File: config.mk
export PLATFORM = sky130hd
export DESIGN_NAME = reg_file_cmd_ctrl
export DESIGN_NICKNAME = d
export VERILOG_FILES = /design/src/rtl/reg_file_cmd_ctrl_pkg.sv /design/src/rtl/reg_file_cmd_ctrl.sv
export SDC_FILE = /design/constraint.sdc
export NUM_CORES = 1
export LEC_CHECK = 0
export BUFFER_PORTS_ARGS = -buffer_cell sky130_fd_sc_hd__buf_4
export CAP_MARGIN = 20
export CORE_ASPECT_RATIO = 0.8
export CORE_MARGIN = 3
export CORE_UTILIZATION = 40
export CTS_BUF_LIST = sky130_fd_sc_hd__clkbuf_8
export CTS_CLUSTER_SIZE = 40
export DETAILED_ROUTE_END_ITERATION = 12
export PLACE_DENSITY = 0.74
export SETUP_SLACK_MARGIN = 0.4
export SYNTH_ARGS = -nofsm -noshare
export SYNTH_HDL_FRONTEND = slang
export SYNTH_SLANG_ARGS = --single-unit
export TNS_END_PERCENT = 20
File: constraint.sdc
create_clock -name clk -period 1.6 [get_ports clk]
set_input_delay 0.32 -clock clk [delete_from_list [all_inputs] [get_ports clk]]
set_output_delay 0.32 -clock clk [all_outputs]
set_load 0.01 [all_outputs]
File: src/rtl/reg_file_cmd_ctrl_pkg.sv
// -----------------------------------------------------------------------------
// reg_file_cmd_ctrl_pkg
//   Shared definitions for the UART command controller that fronts the system
//   register file.
//   - CMD_WRITE / CMD_READ : default opcode bytes for write and read frames
//   - state_e              : command-parser state encoding
// -----------------------------------------------------------------------------
package reg_file_cmd_ctrl_pkg;

  // Default opcodes.
  //   Write frame: CMD_WRITE, addr, data
  //   Read frame : CMD_READ, addr
  localparam logic [7:0] CMD_WRITE = 8'hAA;
  localparam logic [7:0] CMD_READ  = 8'hBB;

  // Parser states.
  //   WR_ADDR / RD_ADDR : waiting for the address byte
  //   WR_DATA           : waiting for the write data byte
  //   RD_WAIT           : read strobe issued, waiting for register file data
  //   TX_SEND           : read data captured, waiting for the TX path to free up
  typedef enum logic [2:0] {
    ST_IDLE    = 3'd0,
    ST_WR_ADDR = 3'd1,
    ST_WR_DATA = 3'd2,
    ST_RD_ADDR = 3'd3,
    ST_RD_WAIT = 3'd4,
    ST_TX_SEND = 3'd5
  } state_e;

endpackage : reg_file_cmd_ctrl_pkg

File: src/rtl/reg_file_cmd_ctrl.sv
// -----------------------------------------------------------------------------
// reg_file_cmd_ctrl
//   Decodes byte commands arriving from the UART receiver and turns them into
//   register file write/read strobes. Read results are returned to the UART
//   transmitter. This block is the only driver of the register file's
//   address/strobe/write-data inputs.
//
// Ports
//   clk                 in   system clock
//   reset               in   asynchronous, active-low reset
//   rx_data             in   received byte
//   rx_data_valid       in   1-cycle pulse, rx_data valid
//   rf_address          out  register file address (held between frames)
//   rf_write_enable     out  1-cycle write strobe
//   rf_write_data       out  write data
//   rf_read_enable      out  1-cycle read strobe
//   rf_read_data        in   read data from the register file
//   rf_read_data_valid  in   1-cycle qualifier for rf_read_data
//   tx_data             out  byte to transmit
//   tx_data_valid       out  1-cycle pulse, tx_data valid
//   tx_busy             in   TX path busy
//   cmd_error           out  1-cycle pulse: bad opcode, bad address or dropped byte
//
// All outputs are registered. The FSM is split into a state register, a
// next-state process and a process that computes the next value of every
// registered output; one more flop process holds those outputs.
// -----------------------------------------------------------------------------
module reg_file_cmd_ctrl
  import reg_file_cmd_ctrl_pkg::*;
#(
  parameter int                    DATA_WIDTH    = 8,
  parameter int                    ADDRESS_WIDTH = 4,
  parameter logic [DATA_WIDTH-1:0] WR_CMD        = CMD_WRITE,
  parameter logic [DATA_WIDTH-1:0] RD_CMD        = CMD_READ
) (
  input  logic                     clk,
  input  logic                     reset,
  input  logic [DATA_WIDTH-1:0]    rx_data,
  input  logic                     rx_data_valid,
  output logic [ADDRESS_WIDTH-1:0] rf_address,
  output logic                     rf_write_enable,
  output logic [DATA_WIDTH-1:0]    rf_write_data,
  output logic                     rf_read_enable,
  input  logic [DATA_WIDTH-1:0]    rf_read_data,
  input  logic                     rf_read_data_valid,
  output logic [DATA_WIDTH-1:0]    tx_data,
  output logic                     tx_data_valid,
  input  logic                     tx_busy,
  output logic                     cmd_error
);

  // An address byte is legal only if every bit above the address field is zero.
  function automatic logic addr_in_range(input logic [DATA_WIDTH-1:0] b);
    return (b >> ADDRESS_WIDTH) == {DATA_WIDTH{1'b0}};
  endfunction

  state_e                   state_q, state_d;
  logic [ADDRESS_WIDTH-1:0] rf_address_q, rf_address_d;
  logic                     rf_write_enable_q, rf_write_enable_d;
  logic [DATA_WIDTH-1:0]    rf_write_data_q, rf_write_data_d;
  logic                     rf_read_enable_q, rf_read_enable_d;
  logic [DATA_WIDTH-1:0]    tx_data_q, tx_data_d;
  logic                     tx_data_valid_q, tx_data_valid_d;
  logic                     cmd_error_q, cmd_error_d;

  logic                     addr_ok;

  assign addr_ok = addr_in_range(rx_data);

  // State register.
  always_ff @(posedge clk or negedge reset) begin
    if (!reset) begin
      state_q <= ST_IDLE;
    end else begin
      state_q <= state_d;
    end
  end

  // Next-state logic. Advances only on an rx byte or a read/TX handshake.
  always_comb begin
    state_d = state_q;
    case (state_q)
      ST_IDLE: begin
        if (rx_data_valid) begin
          if (rx_data == WR_CMD) begin
            state_d = ST_WR_ADDR;
          end else if (rx_data == RD_CMD) begin
            state_d = ST_RD_ADDR;
          end else begin
            state_d = ST_IDLE;
          end
        end else begin
          state_d = ST_IDLE;
        end
      end
      ST_WR_ADDR: begin
        if (rx_data_valid) begin
          state_d = addr_ok ? ST_WR_DATA : ST_IDLE;
        end else begin
          state_d = ST_WR_ADDR;
        end
      end
      ST_WR_DATA: begin
        if (rx_data_valid) begin
          state_d = ST_IDLE;
        end else begin
          state_d = ST_WR_DATA;
        end
      end
      ST_RD_ADDR: begin
        if (rx_data_valid) begin
          state_d = addr_ok ? ST_RD_WAIT : ST_IDLE;
        end else begin
          state_d = ST_RD_ADDR;
        end
      end
      ST_RD_WAIT: begin
        // If TX is free when the data arrives, the byte goes out straight away
        // and TX_SEND is skipped.
        if (rf_read_data_valid) begin
          state_d = tx_busy ? ST_TX_SEND : ST_IDLE;
        end else begin
          state_d = ST_RD_WAIT;
        end
      end
      ST_TX_SEND: begin
        if (!tx_busy) begin
          state_d = ST_IDLE;
        end else begin
          state_d = ST_TX_SEND;
        end
      end
      default: begin
        state_d = ST_IDLE;
      end
    endcase
  end

  // Output logic. Computes the next value of every registered output.
  always_comb begin
    rf_address_d      = rf_address_q;
    rf_write_data_d   = rf_write_data_q;
    tx_data_d         = tx_data_q;
    rf_write_enable_d = 1'b0;
    rf_read_enable_d  = 1'b0;
    tx_data_valid_d   = 1'b0;
    cmd_error_d       = 1'b0;
    case (state_q)
      ST_IDLE: begin
        if (rx_data_valid && (rx_data != WR_CMD) && (rx_data != RD_CMD)) begin
          cmd_error_d = 1'b1;
        end else begin
          cmd_error_d = 1'b0;
        end
      end
      ST_WR_ADDR, ST_RD_ADDR: begin
        if (rx_data_valid) begin
          if (addr_ok) begin
            rf_address_d     = rx_data[ADDRESS_WIDTH-1:0];
            rf_read_enable_d = (state_q == ST_RD_ADDR);
          end else begin
            cmd_error_d = 1'b1;
          end
        end else begin
          cmd_error_d = 1'b0;
        end
      end
      ST_WR_DATA: begin
        if (rx_data_valid) begin
          rf_write_data_d   = rx_data;
          rf_write_enable_d = 1'b1;
        end else begin
          rf_write_enable_d = 1'b0;
        end
      end
      ST_RD_WAIT: begin
        // A byte that arrives while a read is in progress is dropped and flagged.
        cmd_error_d = rx_data_valid;
        if (rf_read_data_valid) begin
          tx_data_d       = rf_read_data;
          tx_data_valid_d = !tx_busy;
        end else begin
          tx_data_valid_d = 1'b0;
        end
      end
      ST_TX_SEND: begin
        cmd_error_d     = rx_data_valid;
        tx_data_valid_d = !tx_busy;
      end
      default: begin
        cmd_error_d = 1'b0;
      end
    endcase
  end

  // Output registers.
  always_ff @(posedge clk or negedge reset) begin
    if (!reset) begin
      rf_address_q      <= {ADDRESS_WIDTH{1'b0}};
      rf_write_enable_q <= 1'b0;
      rf_write_data_q   <= {DATA_WIDTH{1'b0}};
      rf_read_enable_q  <= 1'b0;
      tx_data_q         <= {DATA_WIDTH{1'b0}};
      tx_data_valid_q   <= 1'b0;
      cmd_error_q       <= 1'b0;
    end else begin
      rf_address_q      <= rf_address_d;
      rf_write_enable_q <= rf_write_enable_d;
      rf_write_data_q   <= rf_write_data_d;
      rf_read_enable_q  <= rf_read_enable_d;
      tx_data_q         <= tx_data_d;
      tx_data_valid_q   <= tx_data_valid_d;
      cmd_error_q       <= cmd_error_d;
    end
  end

  assign rf_address      = rf_address_q;
  assign rf_write_enable = rf_write_enable_q;
  assign rf_write_data   = rf_write_data_q;
  assign rf_read_enable  = rf_read_enable_q;
  assign tx_data         = tx_data_q;
  assign tx_data_valid   = tx_data_valid_q;
  assign cmd_error       = cmd_error_q;

endmodule : reg_file_cmd_ctrl

After elaboration in Yosys (flattened, before gate mapping):

Index checks and enable logic that the tools add are counted.

* bits in registers: 27
* bits in latches: 0
* bits in writable memories: 0
* memory bits (read-only): 0
* input bits: 21
* output and inout port bits: 24
* logic and storage cells: 49
* memories kept: 0

* add/subtract/negate cells: 0
* multipliers: 0
* div/mod/pow operators: 0
* order comparisons: 0
* equality and inequality tests: 9
* shifts and indexed selects: 0
* muxes and demuxes: 22
* bitwise operators: 0
* reductions and logical operators: 10

Operators with widths (count)
* 3-bit case mux with 6 select lines: 1
* 8-bit == test (second input constant): 2
* 8-bit != test (second input constant): 2
* 3-bit two-way mux: 5
* 2-bit two-way mux: 5
* 1-bit two-way mux: 9
* 8-bit logical NOT: 1
* 3-bit by 2-bit == test with 1-bit output (second input constant): 2
* 3-bit == test (second input constant): 2
* 2-bit AND reduction: 2
* 2-bit OR reduction: 2
* 3-bit by 1-bit == test with 1-bit output (second input constant): 1
* 3-bit logical NOT: 1
* 1-bit case mux with 3 select lines: 1
* 3-bit AND reduction: 1
* 1-bit logical AND: 2
* 1-bit case mux with 2 select lines: 1
* 1-bit logical NOT: 1

Logic depth before layout (Yosys ltp):

* word-level depth: 5
* depth in mapped cells: 5
* gate-level depth less buffers: 3

Worst setup path after synthesis:

OpenSTA, ideal clock, no wires.

* path type: register to register
* from: register state_q[0]
* to: register rf_write_data_q[0], in the netlist rf_write_data[0]
* library setup time: 0.125 ns
* data arrival time: 1.319 ns
* data required time: 1.475 ns
* setup slack: 0.156 ns
* cell stages (with the launch flop): 6
* path buffers: 2
* clock period less this slack: 1.444 ns
* path through: dfrtp_1 > buf_2 > nor3b_1 > and2_1 > buf_4 > mux2_2

* longest elaborated chain between the ends: 2

Ends and longest elaborated chain
* start, declared: RTL line reg_file_cmd_ctrl.sv:57 `state_e state_q, state_d;`
* start signal, assigned: RTL line reg_file_cmd_ctrl.sv:75 `state_q <= state_d;`
* 3-bit by 2-bit == test with 1-bit output: RTL line reg_file_cmd_ctrl.sv:148 `case (state_q)`
* 2-bit AND reduction (no line)
* end signal, assigned: RTL line reg_file_cmd_ctrl.sv:201 `rf_write_data_q <= {DATA_WIDTH{1'b0}};`
* end signal, assigned: RTL line reg_file_cmd_ctrl.sv:209 `rf_write_data_q <= rf_write_data_d;`
* end, declared: RTL line reg_file_cmd_ctrl.sv:60 `logic [DATA_WIDTH-1:0] rf_write_data_q, rf_write_data_d;`

No other way between the ends.
A chain may end at the register's enable or synchronous reset.

Worst setup path in the final report:

* from: register state_q[0]
* to: register tx_data_q[4], in the netlist tx_data[4]

* longest elaborated chain between the ends: 2

Ends and longest elaborated chain
* 3-bit == test: RTL line reg_file_cmd_ctrl.sv:148
* 2-bit AND reduction (no line)
* end signal, assigned: RTL line reg_file_cmd_ctrl.sv:203 `tx_data_q <= {DATA_WIDTH{1'b0}};`
* end signal, assigned: RTL line reg_file_cmd_ctrl.sv:211 `tx_data_q <= tx_data_d;`
* end, declared: RTL line reg_file_cmd_ctrl.sv:62 `logic [DATA_WIDTH-1:0] tx_data_q, tx_data_d;`

No other way between the ends.

==> summary.md <==
| Metric | Value |
|---|---|
| Unrepaired setup endpoints after global routing | true |
| Seq pwr share | between 50 and 60% |
| Clock tree from TritonCTS | yes |
| Yosys warnings | 0 |
| Total routing usage reported by global routing | between 15 and 20% |
| Clock sink count | 27 |
| Internal reg-to-reg setup slack | between 200 and 250 ps |
| Effective utilization at floorplan | 44.0% |
| Number of antenna repair diodes | 0 |
| Total leakage power | around 0.85 nW |
| FF-to-FF Start | state_q[0]$_DFF_PN0_ |
| Count of antenna-violating nets left after detailed routing | 0 |
| WL/cell | roughly 15 um |
| Power per cell area | 759 mW/mm^2 |
| Combinational cell fraction of total power | a little over an eighth |
| Sort of element at the end of the critical path | flop |
| Synthesis-to-layout area growth | 49.1% |
| Total CTS buffers | 3 |
| Share of synthesized flip-flops with an asynchronous set or reset | 100% |
| First-pass GRT wire length | around 4.2 mm |
| CP peak stage delay | ~450 ps |
| Placer congestion estimate | between 0.7 and 0.8 |
| CTS clk-pin slew, worst paths | approximately 90 ps |
| Worst relative slew slack | 77.6% |
| Via density | about 5 |
| Maximum level of the CTS H-tree | 1 |
| Post-synthesis sequential element count | 27 |
| End point of the worst hold path | tx_data_valid$_DFF_PN0_ |
| Transition time at the pin with the least slew margin | ~340 ps |
| Slowest cell on the critical path | sky130_fd_sc_hd__dfrtp_2 |
| Vias in the first global route | 848 |
| Final setup TNS | 0 ps |
| Initial DRC Count | 12 |
| Switching share of power | 23.0% |
| Number of antenna violations at the first check in global routing | 0 |
| Number of vias in the routed layout | 840 |
| Number of detailed-routing iterations run before antenna repair | 4 |
| Period minus WS final | about 1400 ps |
| Core area | around 0.0026 mm^2 |
| Multi-input logic area | 480 um^2 |
| WP data required | 1760 ps |
| Post-placement setup slack | 105 ps |
| Synth area leaders | sky130_fd_sc_hd__dfrtp_1 60%, sky130_fd_sc_hd__mux2_2 20%, sky130_fd_sc_hd__nor3b_1 2.0%, sky130_fd_sc_hd__nor3b_4 1.7%, sky130_fd_sc_hd__o21ai_0 1.3% |
| Type of origin of the critical path | flop |
| Number of rows created at floorplan | 16 |
| Number of different library cells in the post-synthesis netlist | 27 |
| Worst EP arrival | around 1600 ps |
| Total power draw | between 0.001 and 0.0015 W |
| Number of endpoints failing setup at the final stage | 0 |
| Die X-Extent | roughly 65 um |
| List of most frequent post-synthesis cells | 27 x sky130_fd_sc_hd__dfrtp_1, 20 x sky130_fd_sc_hd__mux2_2, 3 x sky130_fd_sc_hd__nor3b_1, 3 x sky130_fd_sc_hd__o21ai_0 |
| Setup slack of the critical path after layout | 204 ps |
| Detailed placer's ending HPWL | 1.90 mm |
| Register-to-Register Path Depth | 4 |
| Internal power | 0.000983 W |
| Sequential cell area | between 600 and 700 um^2 |
| Share of the cycle needed by the critical path after routing | 87.3% |
| Yosys top cell by area | sky130_fd_sc_hd__dfrtp_1 |
| Cell-by-cell trace of the critical path | buf_4 > nor3b_4 > buf_6 > mux2_2 |
| Max Transition Viols Final | 0 |
| Capture instance of the worst register-to-register path | tx_data[4]$_DFFE_PN0P_ |
| Worst hold slack | roughly 220 ps |
| Clk pwr share | a little under a third |
| Maximum number of pins on one net before global-route repair | 28 |
| Area share of the largest cell type after synthesis | 59.9% |
| Crit-path max FO | 6 |
| Fraction of final layout cells sized beyond drive strength 1 | about two thirds |
| Nets | about 160 |
| Syn_area_per_cell | between 10 and 15 um^2 |
| Die Y | between 50 and 60 um |
| Detailed Route WL | between 2 and 3 mm |
| Hold Crit Start | tx_busy |
| Later-pin clock latency in the skew report | around 270 ps |
| Fmax | 716 MHz |
| Number of ports placed on the die boundary | 45 |
| Crit Path Category | flop to flop |
| Buffers on Ports | between 40 and 50 |
| Outcome | finished clean |
| EDFF count, synth | 0 |
| Remaining routing DRC violations | 0 |
| Number of maximum-capacitance constraint violations | 0 |
| Clock root buffer | sky130_fd_sc_hd__clkbuf_8 |
| Maximum vdd drop | 0.000694 V |
| Most frequent cell after synthesis | sky130_fd_sc_hd__dfrtp_1 |
| Total gr overflow | 0 |
| Final clock skew | between 8 and 9 ps |
| Path type of the worst min-delay path | input port to flop |
| Die area | about 0.0035 mm^2 |
| Sequential cell area fraction in the yosys report | ~60% |
| Worst hold path depth | 2 |
| Most frequently used flop master after synthesis | sky130_fd_sc_hd__dfrtp_1 |
| FILL cells | 216 |
| Switch Pwr | approximately 0.00029 W |
| Largest buffer count on any clock path | 2 |
| Post-synthesis net count | 100 |
| Synthesized area | between 0.001 and 0.0015 mm^2 |
| Synthesized netlist cell count | between 70 and 80 |
| Final hold violation count | 0 |
==> sequential cells by signal, indices dropped and copies added (netlist names) <==
register / flops
rf_address: 4
rf_write_data: 8
tx_data_valid: 1
cmd_error: 1
rf_write_enable: 1
rf_read_enable: 1
state_q: 3
tx_data: 8
==> worst max-delay path by stage <==
| stage | start | endpoint | slack [ps] | cells past startpoint |
|---|---|---|---|---|
| final | state_q[0]$_DFF_PN0_ | tx_data[4]$_DFFE_PN0P_ | 200 | 4 |
| after global routing | state_q[2]$_DFF_PN0_ | rf_write_data[5]$_DFFE_PN0P_ | 160 | 4 |
| after CTS | state_q[2]$_DFF_PN0_ | rf_write_data[7]$_DFFE_PN0P_ | 220 | 4 |
| after detailed placement | state_q[0]$_DFF_PN0_ | rf_write_data[7]$_DFFE_PN0P_ | 110 | 4 |
| after global placement | rx_data[4] | rf_address[2]$_DFFE_PN0P_ | 160 | 4 |
| after floorplan | state_q[1]$_DFF_PN0_ | tx_data[0]$_DFFE_PN0P_ | 230 | 3 |
==> power by group through the flow <==
| stage | Sequential [W] | Combinational, W | Clock, W |
|---|---|---|---|
| floorplan | 0.000745 | 0.0000392 | 0 |
| global placement | 0.000733 | 0.000156 | 0 |
| detailed placement | 0.000734 | 0.000159 | 0 |
| CTS | 0.000721 | 0.000169 | 0.000397 |
| global route | 0.000724 | 0.000181 | 0.000420 |
| finish | 0.000721 | 0.000167 | 0.000389 |
==> stage by stage <==
| step | std cells | area (um^2) | util [%] |
|---|---|---|---|
| floorplan | 79 | 1160 | - |
| global placement | 161 | 1550 | 60.4 |
| detailed placement | 161 | 1550 | 60.4 |
| CTS | 172 | 1680 | 65.7 |
| global route | 172 | 1680 | 65.7 |
| finish | 172 | 1680 | 65.7 |
==> worst max-delay path: cells and delay by family (launching register included) <==
kind | cells | cell delay [ps]
buffers and inverters | 2 | 320
DFF | 1 | 450
muxes | 1 | 330
and+or+nand+nor | 1 | 190
==> placed cells by master (no fill, tap or decap), types with 2 or more instances in the layout <==
| cell | count |
|---|---|
| sky130_fd_sc_hd__and2_4 | 2 |
| sky130_fd_sc_hd__mux2_4 | 7 |
| sky130_fd_sc_hd__buf_4 | 51 |
| sky130_fd_sc_hd__o21ai_0 | 3 |
| sky130_fd_sc_hd__mux2_2 | 13 |
| sky130_fd_sc_hd__nor2_1 | 2 |
| sky130_fd_sc_hd__dfrtp_1 | 25 |
| sky130_fd_sc_hd__clkbuf_8 | 3 |
| sky130_fd_sc_hd__nor2b_1 | 2 |
| sky130_fd_sc_hd__nor3b_1 | 2 |
| sky130_fd_sc_hd__buf_6 | 3 |
| sky130_fd_sc_hd__dfrtp_2 | 2 |
==> logic make-up (layout without fill, tap and decap cells) <==
kind of cell / count (synthesis) / after routing / synth area share [%]
multiplexers: 20 / 20 / 20.0
AO/OA/AOI/OAI: 7 / 7 / 4.21
XOR/XNOR: 2 / 2 / 1.55
AND/OR/NAND/NOR: 20 / 20 / 13.0
flip-flops: 27 / 27 / 59.9
buffers and inverters: 3 / 60 / 1.44
==> metal layers <==
layer	share of wire (%)	GRT usage [%]
met1	44	20.8
met2	52	27.2
met3	4.3	4.46
met4	0.45	2.07
met5	0	0
==> layout make-up <==
| class | instances | share of cell area [%] |
|---|---|---|
| clock buffer | 3 | 2.45 |
| clock inverter | 1 | 0.446 |
| inverter | 1 | 0.223 |
| multi-input combinational | 49 | 28.6 |
| sequential | 27 | 40.3 |
| tap | 36 | 2.68 |
| timing repair buffer | 55 | 25.4 |
==> what timing repair did <==
item | 4_1_cts | 5_1_grt
gates cloned | 0 | 0
setup buffers | 6 | 0
pin swaps | 3 | 0
resized for setup | 11 | 0
setup endpoints to repair | 21 | 23
endpoints found under the hold margin | 27 | 0
hold buffers | 1 | 0
No activity file was read; power rests on OpenSTA's default activity.
